File: config.mk
export PLATFORM = sky130hd
export DESIGN_NAME = updown_dir_ctrl
export DESIGN_NICKNAME = d
export VERILOG_FILES = /design/src/rtl/updown_pkg.sv /design/src/rtl/btn_debounce.sv /design/src/rtl/updown_dir_ctrl.sv
export SDC_FILE = /design/constraint.sdc
export NUM_CORES = 1
export LEC_CHECK = 0
export ABC_AREA = 1
export CORE_MARGIN = 2
export CORE_UTILIZATION = 30
export DETAILED_ROUTE_END_ITERATION = 12
export SYNTH_ARGS = -nofsm -noshare
export SYNTH_HDL_FRONTEND = slang
export SYNTH_HIERARCHICAL = 1
export SYNTH_SLANG_ARGS = --single-unit
File: constraint.sdc
create_clock -name clk -period 0.91 [get_ports clk]
set_input_delay 0.1365 -clock clk [delete_from_list [all_inputs] [get_ports clk]]
set_output_delay 0.1365 -clock clk [all_outputs]
set_load 0.01 [all_outputs]
File: src/rtl/updown_pkg.sv
// Shared encodings, defaults and sizing helpers for the up/down direction controller.
// Optional macro UPDOWN_CHG_CNT_EN (consumed in updown_dir_ctrl) adds the chg_cnt port.
package updown_pkg;

    typedef enum logic {
        DIR_DOWN = 1'b0,
        DIR_UP   = 1'b1
    } dir_t;

    localparam int DEF_WIDTH      = 4;
    localparam int DEF_DEB_CYCLES = 4;

    // Counter must be able to hold DEB_CYCLES itself.
    function automatic int deb_cnt_w(input int deb_cycles);
        return $clog2(deb_cycles + 1);
    endfunction

endpackage

File: src/rtl/btn_debounce.sv
// Two-flop synchronizer, stability counter and rising-edge press detector for a raw button.
// btn_db follows btn_in 2 + DEB_CYCLES cycles after a clean edge; press is one cycle wide.
module btn_debounce
    import updown_pkg::*;
#(
    parameter int DEB_CYCLES = DEF_DEB_CYCLES
) (
    input  logic clk,
    input  logic rst,
    input  logic btn_in,
    output logic btn_db,
    output logic press
);

    localparam int            CW       = deb_cnt_w(DEB_CYCLES);
    localparam logic [CW-1:0] CNT_LAST = CW'(DEB_CYCLES - 1);

    logic          sync1;
    logic          btn_s;
    logic          db_q;
    logic [CW-1:0] cnt;

    always_ff @(posedge clk or negedge rst) begin
        if (!rst) begin
            sync1  <= 1'b0;
            btn_s  <= 1'b0;
            btn_db <= 1'b0;
            db_q   <= 1'b0;
            cnt    <= '0;
        end else begin
            sync1 <= btn_in;
            btn_s <= sync1;
            db_q  <= btn_db;
            // Any sample agreeing with the accepted level restarts the stability window.
            if (btn_s == btn_db) begin
                cnt <= '0;
            end else if (cnt == CNT_LAST) begin
                cnt    <= '0;
                btn_db <= btn_s;
            end else begin
                cnt <= cnt + CW'(1);
            end
        end
    end

    assign press = btn_db & ~db_q;

endmodule

File: src/rtl/updown_dir_ctrl.sv
// Direction controller for the sync_updown counter: button toggle plus optional auto-bounce.
// Optional macro UPDOWN_CHG_CNT_EN adds chg_cnt, a saturating count of direction changes.
module updown_dir_ctrl
    import updown_pkg::*;
#(
    parameter int WIDTH      = DEF_WIDTH,
    parameter int DEB_CYCLES = DEF_DEB_CYCLES,
    parameter int MIN_VAL    = 0,
    parameter int MAX_VAL    = 15
) (
    input  logic             clk,
    input  logic             rst,
    input  logic             btn_in,
    input  logic             mode,
    input  logic [WIDTH-1:0] count_in,
    output logic             up_down,
    output logic             dir_change,
    output logic             btn_db
`ifdef UPDOWN_CHG_CNT_EN
    ,
    output logic [7:0]       chg_cnt
`endif
);

    // Reverse one value early: the counter samples up_down on the same edge we switch.
    localparam logic [WIDTH-1:0] TRIG_HI = WIDTH'(MAX_VAL - 1);
    localparam logic [WIDTH-1:0] TRIG_LO = WIDTH'(MIN_VAL + 1);

    logic press;
    logic auto_hit;
    logic toggle;
    dir_t state;
    dir_t state_nxt;

    btn_debounce #(
        .DEB_CYCLES(DEB_CYCLES)
    ) u_deb (
        .clk   (clk),
        .rst   (rst),
        .btn_in(btn_in),
        .btn_db(btn_db),
        .press (press)
    );

    always_ff @(posedge clk or negedge rst) begin
        if (!rst) begin
            state      <= DIR_DOWN;
            dir_change <= 1'b0;
        end else begin
            state      <= state_nxt;
            dir_change <= toggle;
        end
    end

    // Press and auto condition are OR-ed so a coincidence yields a single toggle.
    always_comb begin
        auto_hit  = 1'b0;
        state_nxt = state;
        if (mode) begin
            case (state)
                DIR_UP:   auto_hit = (count_in == TRIG_HI);
                DIR_DOWN: auto_hit = (count_in == TRIG_LO);
                default:  auto_hit = 1'b0;
            endcase
        end
        toggle = press | auto_hit;
        if (toggle) begin
            state_nxt = (state == DIR_UP) ? DIR_DOWN : DIR_UP;
        end
    end

    assign up_down = (state == DIR_UP);

`ifdef UPDOWN_CHG_CNT_EN
    always_ff @(posedge clk or negedge rst) begin
        if (!rst) begin
            chg_cnt <= 8'd0;
        end else if (dir_change && (chg_cnt != 8'hFF)) begin
            chg_cnt <= chg_cnt + 8'd1;
        end
    end
`endif

endmodule

-- After elaboration in Yosys (flattened, before gate mapping)
Index checks and enable logic that the tools add are counted.
W data, S select, Z words.
- bitwise operators: 5
- muxes and demuxes: 5
- add/subtract/negate cells: 1
- reduce and logical (&&, ||, !) cells: 1
- equal/unequal tests: 4
- operator list (kind ; number):
    $mux W3 ; 2
    $eq A4 B1 Y1 const B ; 1
    $eq A4 B4 Y1 const B ; 1
    $add A3 B1 Y3 const B ; 1
    $eq A3 B2 Y1 const B ; 1
    $not A1 Y1 ; 3
    $mux W1 ; 2
    $pmux W1 S2 ; 1
    $reduce_and A2 Y1 ; 1
    $and A1 B1 Y1 ; 1
    $eq A1 B1 Y1 ; 1
    $or A1 B1 Y1 ; 1
- register bits: 9
- output and inout bits: 3
- input port bits: 8
- logic and storage cells: 23

-- Logic depth before layout (Yosys ltp)
Gate-level depths: netlist (run 1).
- depth after elaboration: 4
- mapped depth: 8
- depth with buffers taken out: 8

-- Modules after synthesis
Netlist (run 1), hierarchy kept.
- by module, submodules not included (module ; seq. area each (sq um) ; instances ; cells an instance ; area each (sq um)):
    btn_debounce ; 175.2 ; 1 ; 27 ; 267.8
    updown_dir_ctrl ; 50.0 ; 1 ; 20 ; 125.1

-- Worst setup path after synthesis (run 1)
OpenSTA, ideal clock, no wires.
- kind: reg-to-reg
- from: register state, in the netlist up_down
- to: register state, in the netlist up_down
- arrival time: 824 ps
- period minus slack after synthesis: 941 ps
- cell stages (with the launch flop): 8
- path buffers: 0
- data required time: 793 ps
- library setup time: 117 ps
- setup slack: -31 ps
- cell sequence: dfrtp_1 -> nand2_1 -> nor2_1 -> nand2_1 -> nand2_1 -> nand2_2 -> nand3_1 -> nand2_1
- longest elaborated chain between the ends: 4
- elaborated cells between the ends (all ways): 5
- classes of those cells: mux (3); bitwise (2)
- ends and longest elaborated chain (element ; RTL line ; RTL):
    start: declaration ; updown_dir_ctrl.sv:32 ; dir_t state;
    start signal: assignment ; updown_dir_ctrl.sv:50 ; state <= state_nxt;
    $not A1 Y1 ; updown_dir_ctrl.sv:60 ; case (state)
    $pmux W1 S2 ; updown_dir_ctrl.sv:60 ;
    $mux W1 ; updown_dir_ctrl.sv:59 ; if (mode) begin
    $or A1 B1 Y1 ; updown_dir_ctrl.sv:66 ; toggle = press | auto_hit;
Parallel ways exist; a longest one is shown, timed or not.
A chain may end at the register's enable or synchronous reset.

-- Final worst setup path (run 1)
- from: register state, in the netlist up_down
- to: register state, in the netlist up_down
- longest elaborated chain between the ends: 4
- elaborated cells between the ends (all ways): 5
- classes of those cells: mux (3); bitwise (2)
- ends and longest elaborated chain (element ; RTL line ; RTL):
    $not A1 Y1 ; updown_dir_ctrl.sv:60 ;
    $pmux W1 S2 (*) ; updown_dir_ctrl.sv:60 ;
    $mux W1 (*) ; updown_dir_ctrl.sv:59 ;
    $or A1 B1 Y1 (*) ; updown_dir_ctrl.sv:66 ;
    via toggle ; updown_dir_ctrl.sv:31 ; logic toggle;
The timed path passes the listed nets; every way through them passes the cells marked *.

==> results of run 1 <==
==> placed cells by master, fill, tap and decap left out <==
cell type | synthesis | final
nand2_1 | 11 | 9
buf_6 | 0 | 1
nor2_2 | 0 | 3
ha_4 | 0 | 1
nor2_1 | 8 | 5
buf_4 | 0 | 4
dfrtp_1 | 9 | 9
clkinv_2 | 0 | 1
nand2_2 | 5 | 7
inv_2 | 1 | 1
inv_1 | 9 | 9
nand3_1 | 3 | 3
buf_2 | 0 | 3
clkbuf_4 | 0 | 3
clkdlybuf4s50_1 | 0 | 7
==> routing by layer <==
layer | vias up | GRT usage | share of wire
met5 | - | 0 | 0
met4 | 0 | 0.0500 | 0
met3 | 0 | 0.0556 | 0.10
met2 | 9 | 0.137 | 0.40
met1 | 136 | 0.126 | 0.50
li1 | 174 | - | -
==> worst max path at each step <==
stage | slack [ps] | startpoint | to | depth (start not counted)
after floorplan | -30 | up_down$_DFFE_PN0P_ | up_down$_DFFE_PN0P_ | 7
after global placement | -240 | count_in[0] | up_down$_DFFE_PN0P_ | 8
after detailed placement | -250 | count_in[0] | up_down$_DFFE_PN0P_ | 8
after CTS | -110 | up_down$_DFFE_PN0P_ | up_down$_DFFE_PN0P_ | 7
after global routing | -170 | up_down$_DFFE_PN0P_ | up_down$_DFFE_PN0P_ | 9
final | -90 | up_down$_DFFE_PN0P_ | up_down$_DFFE_PN0P_ | 9
==> cell families (layout without fill, tap and decap cells) <==
family / count (synthesis) / in the layout / synth area share
adder cells (fa/ha/maj): 1 / 1 / 0.0318
AND/OR/NAND/NOR: 27 / 27 / 0.299
buffers and inverters: 10 / 29 / 0.0955
flip-flops: 9 / 9 / 0.573
==> cell type report <==
cell class / count / area (sq um)
inverter: 10 / 37.5
tap: 15 / 18.8
timing repair buffer: 15 / 126
fill: 139 / 678
multi-input combinational: 28 / 155
clock buffer: 3 / 22.5
clock inverter: 1 / 5.00
sequential: 9 / 225
==> synth_stat cells, drive strengths merged <==
library cell,instances
nor2,8
nand3,3
inv,10
ha,1
dfrtp,9
nand2,16
==> per-stage QoR <==
stage / instances / setup TNS, ps / worst slack, ps / util
after floorplan: 47 / -28.6 / -28.6 / -
after global placement: 76 / -627 / -243 / 0.427
after detailed placement: 76 / -695 / -251 / 0.427
after CTS: 80 / -176 / -106 / 0.446
after global routing: 81 / -339 / -169 / 0.465
final: 81 / -112 / -88.3 / 0.465
==> what timing repair did <==
action                                  CTS  global route
gates resized for setup                  16             4
setup buffers                             0             1
pin swaps                                 2             4
endpoints found under the setup margin    7             7
endpoints found under the hold margin     0             0
==> power groups by stage <==
| stage | Clock (mW) | Sequential [mW] | Combinational (mW) |
|---|---|---|---|
| after floorplan | 0 | 0.630 | 0.244 |
| after global placement | 0 | 0.581 | 0.592 |
| after detailed placement | 0 | 0.586 | 0.595 |
| after CTS | 0.313 | 0.583 | 0.570 |
| after global routing | 0.340 | 0.607 | 0.707 |
| final | 0.296 | 0.593 | 0.628 |
==> flip-flops by register name, summed over array words and instances, names as in the netlist <==
name	count
u_deb/btn_s	1
u_deb/sync1	1
dir_change	1
up_down	1
u_deb/db_q	1
u_deb/cnt	3
u_deb/btn_db	1
==> critical path: stages (launching register included) <==
cell,delay (ps)
dfrtp_1,400
buf_6,130
nand2_2,50
nor2_2,30
nand2_1,40
nand2_1,50
nand2_2,60
nand2_2,50
nand2_1,50
nand2_1,40
==> metrics.cfg, run 1 <==
[routing]
postRouteWirelength_microns=642
route.antenna.remaining_nets=0
route.detailed.vias_per_inst=3.94
wl_per_cell_microns=7.93
drtIter0Drc=1
vias=319
remaining_drc_errors=0
drt_first_pass_iters=2

[place]
gpl.final_weighted_congestion=0.719
area_after_detailed_placement_sq_um=542
number_of_buffer_cells_added_on_primary_ports=10

[power]
p_switching_uw=508
power_per_cell_area_nw_per_um2=2570
finalPower_mw=1.52
leakage_nw=0.310
internal_power_mw=1.01
switching_share=0.334
clkPwrFrac=0.195
power.sequential.fraction=0.391
max-vdd-ir-drop_v=0.00161
power.combinational.fraction=0.414

[die]
die_area_sq_um=1620
core-area_sq_um=1270
floorplan.io_pins=11
placement_rows=13
start_util=0.310
floorplan.die.height_microns=40.2
die_width_microns=40.2

[run_status]
outcome=finished with violations
failed_checks=negative setup slack

[sta]
timing_hold_violations_final=0
timing.slew.headroom=0.915
achievable-frequency_mhz=1000
timing.final.crit_period_ps=998
hold_slack_ps=158
final-setup-viol-count=3
post-route-period-util=1.10
timing_worst_slew_pin_value_ps=128
setup_ws_ps=-88.3
final.setup_skew_ps=1.60
rsz0062_at_grt=yes
slew_limit_fails=0

[cells_and_area]
finalNetCount=76
post-route-cell-area_sq_um=591
final_layout_size_suffix_gt1_frac=0.364
num_antenna_cells=0
area.growth.synth_to_final_pct=50.3

[cts]
htreeDepth=1
clock_latency_ps=250
clk_pin_slew_ps=60
clock_net_sink_count=9
max-clock-path-buffers=2
clock-root-buffer=clkbuf_4
holdBufCountCts=0
cts_inserted_buffers=3
tritoncts=yes

[global_routing]
grt_overflow_total=0
initial_antenna_violation_count=0
first_global_vias=261
grt_first_pass_wirelength_mm=1.01
maximum_number_of_pins_on_one_net_before_global_route_repair=10
groute.usage.overall=0.100

[setup_path]
critical_path.endpoint_type=register
cp_required_ps=1060
timing.reg2reg.worst_path_depth=9
cp_max_fo=3
reg2reg_setup_slack_ps=-90
setup.worst_path.start_class=register
worst-endpoint-arrival_ps=1150
worstReg2RegStart=up_down$_DFFE_PN0P_
reg2reg_to=up_down$_DFFE_PN0P_
timing_worst_setup_path_type=reg -> reg

[min_path]
timing.hold.worst.class=in -> async

[synth]
per_instance_average_area_after_synthesis_sq_um=8.36
syn-cell-area_sq_um=393
yosysSeqAreaShare=0.573
syn_nets=56
synth-warning-count=6
syn-instance-count=47
synth_top_area_cell=dfrtp_1
synth_cell_types=8
synthDominantCellAreaShare=0.573
synth.ff_latch_count=9
yosys-top-cells-area=dfrtp_1 (57%), nand2_1 (11%), inv_1 (8.6%)

[flow_run]
timing.max_cap.violations=0

No activity file was read; power rests on OpenSTA's default activity.
==> run 2, diff against run 1 <==
RECOVER_POWER = 100   (was not set)
==> metrics.cfg, run 2 (same netlist as run 1, synthesis figures left out) <==
[run_status]
outcome=finished with violations  ; unchanged
failed_checks=negative setup slack  ; unchanged

[setup_path]
cp_max_fo=3  ; unchanged
worst-endpoint-arrival_ps=1150  ; about the same
critical_path.endpoint_type=register  ; unchanged
cp_required_ps=1060  ; about the same
reg2reg_setup_slack_ps=-90  ; about the same
timing_worst_setup_path_type=reg -> reg  ; unchanged
worstReg2RegStart=up_down$_DFFE_PN0P_  ; unchanged
setup.worst_path.start_class=register  ; unchanged
reg2reg_to=up_down$_DFFE_PN0P_  ; unchanged
timing.reg2reg.worst_path_depth=9  ; unchanged
worstSetupStartpoint=up_down$_DFFE_PN0P_  ; unchanged

[global_routing]
groute.usage.overall=0.100  ; unchanged
grt_first_pass_wirelength_mm=1.01  ; unchanged
maximum_number_of_pins_on_one_net_before_global_route_repair=10  ; unchanged
initial_antenna_violation_count=0  ; unchanged
grt_overflow_total=0  ; unchanged
first_global_vias=261  ; unchanged

[flow_run]
timing.max_cap.violations=0  ; unchanged

[sta]
timing.slew.headroom=0.695  ; was 0.915
timing_hold_violations_final=0  ; unchanged
final.setup_skew_ps=3.18  ; was 1.60 ps
timing_worst_slew_pin_value_ps=457  ; was 128 ps
slew_limit_fails=0  ; unchanged
setup_ws_ps=-88.8  ; was -88.3 ps
final-setup-viol-count=5  ; was 3
achievable-frequency_mhz=1000  ; about the same
rsz0062_at_grt=yes  ; unchanged
timing.final.crit_period_ps=999  ; was 998 ps
finalSetupTns_ps=-119  ; was -112 ps
post-route-period-util=1.10  ; about the same

[cells_and_area]
finalCoreUtilization=0.450  ; was 0.465
layout.cells.most_common_list=inv_1 (9), nand2_1 (9), dfrtp_1 (9), nand2_2 (7)  ; was inv_1 (9), nand2_1 (9), dfrtp_1 (9), nand2_2 (7), clkdlybuf4s50_1 (7)
final_layout_size_suffix_gt1_frac=0.318  ; was 0.364
post-route-cell-area_sq_um=571  ; was 591 sq um
finalNetCount=76  ; unchanged
num_antenna_cells=0  ; unchanged
max_flop_register=u_deb/cnt  ; unchanged
max_reg_flops=3  ; unchanged
area.growth.synth_to_final_pct=45.2  ; was 50.3%

[cts]
max-clock-path-buffers=2  ; unchanged
clock_net_sink_count=9  ; unchanged
clk_pin_slew_ps=60  ; about the same
holdBufCountCts=0  ; unchanged
tritoncts=yes  ; unchanged
htreeDepth=1  ; unchanged
cts_inserted_buffers=3  ; unchanged
clock-root-buffer=clkbuf_4  ; unchanged
clock_latency_ps=250  ; about the same

[die]
floorplan.io_pins=11  ; unchanged
core-area_sq_um=1270  ; unchanged
start_util=0.310  ; unchanged
floorplan.die.height_microns=40.2  ; unchanged
placement_rows=13  ; unchanged
die_area_sq_um=1620  ; unchanged
die_width_microns=40.2  ; unchanged

[routing]
postRouteWirelength_microns=632  ; was 642 microns
route.detailed.vias_per_inst=3.94  ; unchanged
remaining_drc_errors=0  ; unchanged
drt_first_pass_iters=1  ; was 2
route.antenna.remaining_nets=0  ; unchanged
vias=319  ; unchanged
wl_per_cell_microns=7.80  ; was 7.93 microns
drtIter0Drc=0  ; was 1

[min_path]
timing.hold.worst.class=in -> async  ; unchanged

[place]
area_after_detailed_placement_sq_um=542  ; unchanged
number_of_buffer_cells_added_on_primary_ports=10  ; unchanged
gpl.final_weighted_congestion=0.719  ; unchanged

[power]
power_per_cell_area_nw_per_um2=2570  ; about the same
leakage_nw=0.304  ; was 0.310 nW
max-vdd-ir-drop_v=0.00154  ; was 0.00161 V

-- run 2: per-layer routing --
metal  wire, microns  global-route usage
met1             310               0.126
met2             257               0.137
met3              64              0.0556
met4               0              0.0500
met5               0                   0
-- run 2: stage by stage --
stage	worst slack (ps)	std cells	total power [mW]	hold WS, ps
2_1_floorplan	-28.6	47	0.874	-159
3_3_place_gp	-243	76	1.17	335
3_5_place_dp	-251	76	1.18	339
4_1_cts	-106	80	1.47	151
5_1_grt	-169	81	1.60	367
6_report	-88.8	81	1.47	330
-- run 2: how the worst max path moves through the flow --
stage	end	depth (start not counted)
6_report	up_down$_DFFE_PN0P_	9
5_1_grt	up_down$_DFFE_PN0P_	9
4_1_cts	up_down$_DFFE_PN0P_	7
3_5_place_dp	up_down$_DFFE_PN0P_	8
3_3_place_gp	up_down$_DFFE_PN0P_	8
2_1_floorplan	up_down$_DFFE_PN0P_	7
-- run 2: what timing repair did --
item / CTS / global route
setup endpoints to repair: 7 / 7
gates cloned: 0 / 0
resized for setup: 16 / 4
buffers inserted: 0 / 1
pin swaps: 2 / 4
-- run 2: area by class of cell --
cell class / instances / area (sq um)
fill: 144 / 698
sequential: 9 / 225
multi-input combinational: 28 / 143
timing repair buffer: 15 / 119
inverter: 10 / 37.5
clock buffer: 3 / 22.5
tap: 15 / 18.8
clock inverter: 1 / 5.00
-- run 2: power by group --
part	internal, mW	switching (mW)	leakage [nW]
Clock	0.162	0.137	0.0177
Sequential	0.523	0.0545	0.113
Combinational	0.290	0.302	0.173
Total	0.974	0.493	0.304
-- run 2: critical path, stage by stage, from the launching register on --
cell	delay, ps
dfrtp_1	400
buf_6	130
nand2_2	50
nor2_2	30
nand2_1	40
nand2_1	50
nand2_2	60
nand2_2	50
nand2_1	50
nand2_1	40
